$ cat src/rtl/jtframe_rq_arbiter.sv
// jtframe_rq_arbiter
// Shares one single-port SDRAM controller among several request slots.
// One slot is granted at a time, and its command is forwarded to the controller.
// Read data comes back to every slot on a shared bus. A one-hot slot_we strobe
// names the slot that owns the current slot_din_ok pulse.
//
// Parameters:
//   SLOTS  number of request slots (2..8)
//   AW     SDRAM word address width
//
// Ports:
//   clk, rst_n          system clock; asynchronous active-low reset
//   slot_req            per-slot request level, held until served
//   slot_rnw            per-slot direction (1=read, 0=write)
//   slot_addr           per-slot word address, slot i at [i*AW +: AW]
//   slot_wrdata         per-slot write word, slot i at [i*16 +: 16]
//   slot_we             one-hot owner of the current completion pulse
//   slot_din            shared read data bus, holds the last read value
//   slot_din_ok         one-cycle completion strobe
//   ctl_req/rnw/addr/wdata  command towards the SDRAM controller
//   ctl_ack             controller accepted the command
//   ctl_rdy, ctl_dout   read data valid / write done, with read data
//
// Configuration macro:
//   JTFRAME_ARB_FIXPRIO_EN  fixed priority (lowest index wins) instead of
//                           round-robin. The rotation pointer is held at 0.

module jtframe_rq_arbiter #(
   parameter int SLOTS = 4,
   parameter int AW    = 22
) (
   input  logic                clk,
   input  logic                rst_n,
   input  logic [SLOTS-1:0]    slot_req,
   input  logic [SLOTS-1:0]    slot_rnw,
   input  logic [SLOTS*AW-1:0] slot_addr,
   input  logic [SLOTS*16-1:0] slot_wrdata,
   output logic [SLOTS-1:0]    slot_we,
   output logic [31:0]         slot_din,
   output logic                slot_din_ok,
   output logic                ctl_req,
   output logic                ctl_rnw,
   output logic [AW-1:0]       ctl_addr,
   output logic [15:0]         ctl_wdata,
   input  logic                ctl_ack,
   input  logic                ctl_rdy,
   input  logic [31:0]         ctl_dout
);

   localparam int PW = (SLOTS > 1) ? $clog2(SLOTS) : 1;

   typedef enum logic [1:0] {
      ST_IDLE,
      ST_ISSUE,
      ST_WAIT,
      ST_DONE
   } state_t;

   state_t          state, state_nxt;
   logic [PW-1:0]   ptr;
   logic [PW-1:0]   gnt;
   logic [PW-1:0]   winner;
   logic            found;
   logic            any_req;
   logic            start;
   logic            acked;
   logic            finish;
   logic            sel_rnw;
   logic [AW-1:0]   sel_addr;
   logic [15:0]     sel_wdata;
   int              cand;

   // Round-robin search: walk the slots starting at ptr, wrapping past the
   // last slot, and take the first one requesting. With fixed priority ptr
   // is always 0, so the same search yields the lowest requesting index.
   always_comb begin
      winner = ptr;
      found  = 1'b0;
      cand   = 0;
      for (int i = 0; i < SLOTS; i++) begin
         cand = int'(ptr) + i;
         if (cand >= SLOTS) cand = cand - SLOTS;
         if (!found && slot_req[PW'(cand)]) begin
            winner = PW'(cand);
            found  = 1'b1;
         end
      end
   end

   // Multiplex the winning slot's command fields, ready to be latched.
   always_comb begin
      sel_rnw   = 1'b0;
      sel_addr  = '0;
      sel_wdata = '0;
      for (int i = 0; i < SLOTS; i++) begin
         if (winner == PW'(i)) begin
            sel_rnw   = slot_rnw[i];
            sel_addr  = slot_addr[i*AW +: AW];
            sel_wdata = slot_wrdata[i*16 +: 16];
         end
      end
   end

   // Handshake events. A completion can come either from the merged case
   // (ack and rdy together while issuing) or from rdy while waiting. ack/rdy
   // seen in any other state are ignored.
   always_comb begin
      any_req = |slot_req;
      start   = (state == ST_IDLE) && any_req;
      acked   = (state == ST_ISSUE) && ctl_ack;
      finish  = ((state == ST_ISSUE) && ctl_ack && ctl_rdy) ||
                ((state == ST_WAIT) && ctl_rdy);
   end

   // Next-state logic for the IDLE -> ISSUE -> WAIT -> DONE cycle.
   always_comb begin
      state_nxt = state;
      case (state)
         ST_IDLE:  if (any_req) state_nxt = ST_ISSUE;
         ST_ISSUE: if (ctl_ack) state_nxt = ctl_rdy ? ST_DONE : ST_WAIT;
         ST_WAIT:  if (ctl_rdy) state_nxt = ST_DONE;
         ST_DONE:  state_nxt = ST_IDLE;
         default:  state_nxt = ST_IDLE;
      endcase
   end

   // State register. Reset drops straight back to IDLE, even mid-transaction.
   always_ff @(posedge clk or negedge rst_n) begin
      if (!rst_n) state <= ST_IDLE;
      else        state <= state_nxt;
   end

   // Command and response registers. The command fields are latched once, when
   // the grant is made, so they stay stable while the controller stalls. A
   // completion arms slot_din_ok/slot_we for the single DONE cycle. The rotation
   // pointer then moves past the slot just served.
   always_ff @(posedge clk or negedge rst_n) begin
      if (!rst_n) begin
         ptr         <= '0;
         gnt         <= '0;
         ctl_req     <= 1'b0;
         ctl_rnw     <= 1'b0;
         ctl_addr    <= '0;
         ctl_wdata   <= '0;
         slot_we     <= '0;
         slot_din    <= '0;
         slot_din_ok <= 1'b0;
      end else begin
         slot_din_ok <= 1'b0;
         slot_we     <= '0;
         if (start) begin
            gnt       <= winner;
            ctl_req   <= 1'b1;
            ctl_rnw   <= sel_rnw;
            ctl_addr  <= sel_addr;
            ctl_wdata <= sel_wdata;
         end
         if (acked) ctl_req <= 1'b0;
         if (finish) begin
            if (ctl_rnw) slot_din <= ctl_dout;
            slot_din_ok <= 1'b1;
            slot_we     <= {{(SLOTS-1){1'b0}}, 1'b1} << gnt;
         end
         if (state == ST_DONE) begin
`ifdef JTFRAME_ARB_FIXPRIO_EN
            ptr <= '0;
`else
            ptr <= (gnt == PW'(SLOTS-1)) ? '0 : gnt + 1'b1;
`endif
         end
      end
   end

endmodule

$ cat config.mk
export PLATFORM = sky130hd
export DESIGN_NAME = jtframe_rq_arbiter
export DESIGN_NICKNAME = d
export VERILOG_FILES = /design/src/rtl/jtframe_rq_arbiter.sv
export SDC_FILE = /design/constraint.sdc
export NUM_CORES = 1
export LEC_CHECK = 0
export ABC_AREA = 1
export CORE_MARGIN = 1
export CORE_UTILIZATION = 28
export CTS_CLUSTER_SIZE = 30
export DETAILED_ROUTE_END_ITERATION = 6
export SETUP_SLACK_MARGIN = 0.15
export SYNTH_ARGS = -nofsm -noshare
export SYNTH_HDL_FRONTEND = slang
export SYNTH_SLANG_ARGS = --single-unit
export TNS_END_PERCENT = 20
$ cat constraint.sdc
create_clock -name clk -period 2.43 [get_ports clk]
set_clock_uncertainty 0.2 [all_clocks]
set_input_delay 0.486 -clock clk [delete_from_list [all_inputs] [get_ports clk]]
set_output_delay 0.486 -clock clk [all_outputs]
set_load 0.005 [all_outputs]
---- Word-level counts from Yosys, hierarchy flattened ----
Index checks and enable logic that the tools add are counted.
cells by class
  add/subtract/negate cells ............... 8
  order comparisons ....................... 8
  equality and inequality tests ........... 10
  shifts and indexed selects .............. 1
  multiplexer cells ....................... 45
  reduce and logical (&&, ||, !) cells .... 17
operators by type and width
  operator               count
  $mux W22               4
  $mux W16               4
  $mux W2                12
  $mux W1                19
  $lt A2 B4 Y1 const B   4
  $eq A2 B2 Y1 const B   5
  $ge A3 B3 Y1 const B   3
  $bmux W1 S2            4
  $pmux W2 S4            1
  $sub A2 B1 Y2 const B  4
  $logic_and A1 B1 Y1    7
  $add A2 B2 Y3 const B  2
  $ne A2 B2 Y1 const B   3
  $eq A2 B1 Y1 const B   2
  $logic_not A2 Y1       2
  $mux W4                1
  $reduce_or A4 Y1       1
  $shl A1 B2 Y4 const A  1
  $add A2 B1 Y3 const B  1
  $ge A2 B3 Y1 const B   1
  $logic_not A1 Y1       3
  $reduce_and A3 Y1      1
  $add A2 B1 Y2 const B  1
  $reduce_and A2 Y1      1
  other kinds (2)        2
word-level totals
  register bits ........................... 83
  output and inout port bits .............. 77
  logic and storage cells ................. 99

---- Logic depth before layout (Yosys ltp) ----
  depth after elaboration ................. 20
  mapped depth ............................ 19
  mapped depth without buffers ............ 17

---- Worst setup path after synthesis ----
Ideal clock, no wire load.
  kind .................................... flip-flop to flip-flop
  start point ............................. register state[1]
  end point ............................... register slot_din[0]
  setup time .............................. 125 ps
  data arrival time ....................... 1911 ps
  slack ................................... 194 ps
  stages on the path, launching flop included .. 9
  buffers on the path ..................... 1
  clock period less this slack ............ 2236 ps
  cell sequence ........................... dfrtp_1 -> inv_1 -> ha_1 -> nand2_1 -> inv_1 -> o21ai_0 -> nor2_1 -> clkbuf_1 -> mux2_2
on the way
  cells in the longest elaborated chain, start to end .. 5
  elaborated cells on any way between the ends .. 7
  classes of those cells .................. eq/ne: 2; reduce/logical: 5
RTL lines
  element                                 line  text
  start: declaration                      59    state_t state, state_nxt;
  start signal: assignment                130   else state <= state_nxt;
  $eq A2 B1 Y1                            111   finish = ((state == ST_ISSUE) && ctl_ack && ctl_rdy) ||
  $logic_and A1 B1 Y1 (2 in a row)        111
  $logic_or A1 B1 Y1 (*)                  111
  $reduce_and A2 Y1 (no source line) (*)  --
  end signal: assignment                  160   if (ctl_rnw) slot_din <= ctl_dout;
  end: declaration                        39    output logic [31:0] slot_din,
Mark *: on every way between the ends. The rest lies on a longest branch, timed or not.
A chain may end at the register's enable or synchronous reset.

---- Worst setup path in the final report ----
  start point ............................. register ptr[0]
  end point ............................... register ctl_wdata[12]
on the way
  cells in the longest elaborated chain, start to end .. 20
  elaborated cells on any way between the ends .. 48
  classes of those cells .................. add/sub: 7; order compare: 4; eq/ne: 3; mux: 27; reduce/logical: 7
RTL lines
  element                                                                 line  text
  start: declaration                                                      60    logic [PW-1:0] ptr;
  start signal: assignment                                                168   ptr <= (gnt == PW'(SLOTS-1)) ? '0 : gnt + 1'b1;
  parallel branches: the longest is 14 deep, another holds $add A2 B1 Y3  --
  $mux W2 (*)                                                             83    if (!found && slot_req[PW'(cand)]) begin
  $logic_not A2 Y1                                                        96    if (winner == PW'(i)) begin
  $mux W16 (3 in a row)                                                   96
  $mux W16 (*)                                                            96
  end signal: assignment                                                  156   ctl_wdata <= sel_wdata;
  end: declaration                                                        44    output logic [15:0] ctl_wdata,
Mark *: on every way between the ends. The select of a mux whose other input is x is not followed.

==> impl_metrics.ini <==
[timing]
unrepaired_setup_endpoints_after_global_routing = yes
report.final.slew_viol_count = 0
max_slew_margin_pct = 78.92
period_share_pct = 96.16
hold_violations = 0
minimum_clock_period_ns = 2.337
fmaxAchievable_mhz = 428.0
setup_viol = 0
worstMarginPinSlew_ns = 0.3128

[yosys]
post_synth.cell_area_avg_sq_um = 7.486
synth_cell_type_count = 25
yosysWarningCount = 0
synth_nets = 854
synth.cell_area_sq_mm = 0.004866
syn_inst = 650
ys_ff_latch = 83
synth.yosys.seq_area_share_pct = 42.68

[placed_design]
dp_hpwl_mm = 12.86
gp_congestion = 0.8259
io_buffers = 272

[clock_tree]
cts_max_path_buffers = 2
clk_latency_ns = 0.34
tritoncts_clock_tree = yes
numClockSinks = 83
worst_setup_hold_path_clk_slew_ns = 0.06
cts_inserted_buffers = 9
cts_htree_levels = 3
cts.root.buffer_cell = sky130_fd_sc_hd__clkbuf_16

[layout]
seq_area_sq_mm = 0.002079
utilization_pct = 50.91
number_of_nets_in_the_layout = 1133
most_used_cells_in_the_layout_excluding_fill_and_tap_cells = sky130_fd_sc_hd__clkdlybuf4s50_1 (267), sky130_fd_sc_hd__nand2_1 (181), sky130_fd_sc_hd__nand3_1 (114)
layout-area-overhead-vs-synth_pct = 75.37
final.fill_count = 1677
drive_gt1_share_pct = 13.93
multi_input_comb_area_sq_mm = 0.002526
layout.cells.most_common = sky130_fd_sc_hd__clkdlybuf4s50_1

[routing]
drtPass1Iterations = 4
drt-wirelength-per-cell_um = 15.29
drt_first_iter_violations = 205
post_detailed_route_via_to_cell_ratio = 4.561
totalWireLength_mm = 17.65
drcViolationCount = 0
ant_nets = 0
num_vias = 5263

[worst_setup_path]
max_stage_delay_ns = 0.44
cp_data_required_time_ns = 2.45
critical-path-slowest-cell = sky130_fd_sc_hd__dfrtp_2
critPathLaunchType = flip-flop
timing.critical_path.arrival_ns = 2.36
crit_path_cell_trace = buf_6 > nand2_2 > nand2_2 > nand2_2 > nand2_4 > nor2_4 > nand2_1 > nand2_2 > nand2_2 > nand2_4 > nand2_8 > nor2_8 > inv_6 > clkbuf_16 > nor2_2 > nor2_1 > nand2_1 > nand2_1
worst_path_most_repeated_cell = sky130_fd_sc_hd__nand2_2
critical_path_class = reg2reg
cp_max_fo = 7
crit_path_end_kind = flip-flop

[die]
dieArea_sq_mm = 0.01791
initial_util_pct = 29.03
core-area_sq_mm = 0.01676
fp.dieW_um = 133.8
core.rowCount = 47
die_height_um = 133.8
boundaryPins = 273

[pwr]
total_power_w = 0.01246
ir_drop_mv = 0.6768
netSwitchingPower_w = 0.005502
p_int_w = 0.006954
clkPwrFrac_pct = 11.0
swShare_pct = 44.17
combPwrFrac_pct = 69.3
p_per_area_mw_per_mm2 = 1460
power.static_leakage_nw = 3.885
power_frac_seq_pct = 19.7

[job]
cap_violations = 0

[global_routing]
grt_first_pass_wirelength_mm = 26.05
globalRouteOverflowTotal = 0
grt_pass1_vias = 5003
grt_start_max_net_pins = 52
grt_antenna_before_repair = 1
grtUsageTotal_pct = 18.84

[hold_path]
hp-class = reg2reg

[run_status]
run_status = finished clean
critical path, delay by kind of cell (launching register included):
kind                   cells  cell delay [ns]
AND/OR/NAND/NOR           15             1.20
flip-flops                 1             0.44
buffers and inverters      3             0.38
layer usage:
layer | up-vias | track usage, % | routed length (um)
li1 | 2662 | - | -
met3 | 26 | 4.989 | 1338
met5 | - | 0 | 0
met2 | 201 | 31.92 | 8423
met4 | 0 | 7.197 | 450
met1 | 2374 | 22.74 | 7437
cell families after synthesis:
kind of cell               share of synthesized area, %
AOI/OAI and AO/OA                                 4.063
adders and majority gates                         2.057
buffers and inverters                             8.100
DFF                                               42.68
muxes                                             7.406
and+or+nand+nor                                   35.69
flip-flops by register name, indices dropped and copies added (netlist names):
| signal | count |
|---|---|
| ctl_req | 1 |
| slot_din | 32 |
| ctl_wdata | 16 |
| slot_din_ok | 1 |
| ptr | 2 |
| slot_we | 4 |
| ctl_addr | 22 |
| state | 2 |
| gnt | 2 |
| ctl_rnw | 1 |
layout make-up:
type	instances	area share [%]
diodes	1	0.02933
clock buffers	11	2.845
clock inverters	4	0.6012
inverters	48	2.287
multi-input cells	480	29.60
flip-flops and latches	83	24.37
well taps	220	3.226
repair buffers	307	37.04
what timing repair did:
item | 4_1_cts | 5_1_grt
gates cloned | 0 | 4
hold endpoints to repair | 12 | 0
setup endpoints to repair | 36 | 39
pin swaps | 4 | 14
buffers inserted | 1 | 1
resized for setup | 12 | 48
hold buffers | 1 | 0
path summary, 6_finish.rpt:
kind / from / endpoint / slack (ns) / cells past startpoint
max: ptr[0] / ctl_wdata[12] / 0.09 / 18
min: ctl_addr[15] / ctl_addr[15] / 0.28 / 2
max reg2reg: ptr[0] / ctl_wdata[12] / 0.09 / 18
min reg2reg: ctl_addr[15] / ctl_addr[15] / 0.28 / 2
max in group asynchronous: rst_n / ptr[0] / 1.14 / 3
min in group asynchronous: rst_n / slot_din[26] / 0.35 / 2
power groups by stage:
stage               Clock [W]  Combinational, W  Sequential (W)
global placement            0           0.00786         0.00246
global route          0.00148           0.00957         0.00255
finish                0.00137           0.00863         0.00245
detailed placement          0           0.00793         0.00247
floorplan                   0           0.00462         0.00248
CTS                   0.00142           0.00810         0.00246
cell usage after synthesis, drive strengths merged:
cell    count  area (sq um)
or2         3         18.77
nor2       71         290.3
nand2     199         762.0
mux2       32         360.4
nand3     116         590.6
a21oi       4         20.02
o22ai       2         12.51
ha          8         100.1
inv        48         180.2
o21ai      33         165.2
buf        21         146.4
nand4      11         68.82
nor4        1         6.260
dfrtp      83          2077
clkbuf     18         67.56
per-stage QoR:
| stage | hold slack [ns] | instance area [sq um] | setup slack (ns) | TNS, ns | cells |
|---|---|---|---|---|---|
| 2_1_floorplan | -0.009591 | 4866 | 0.1937 | 0 | 650 |
| 3_3_place_gp | 0.1529 | 7973 | -0.3874 | -13.32 | 1131 |
| 3_5_place_dp | 0.1502 | 7973 | -0.4443 | -14.74 | 1131 |
| 4_1_cts | 0.2824 | 8312 | 0.09737 | 0 | 1148 |
| 5_1_grt | 0.3057 | 8533 | -0.05893 | -0.8956 | 1154 |
| 6_report | 0.2771 | 8533 | 0.09343 | 0 | 1154 |
Note: power is estimated with default switching activity, not from simulation.
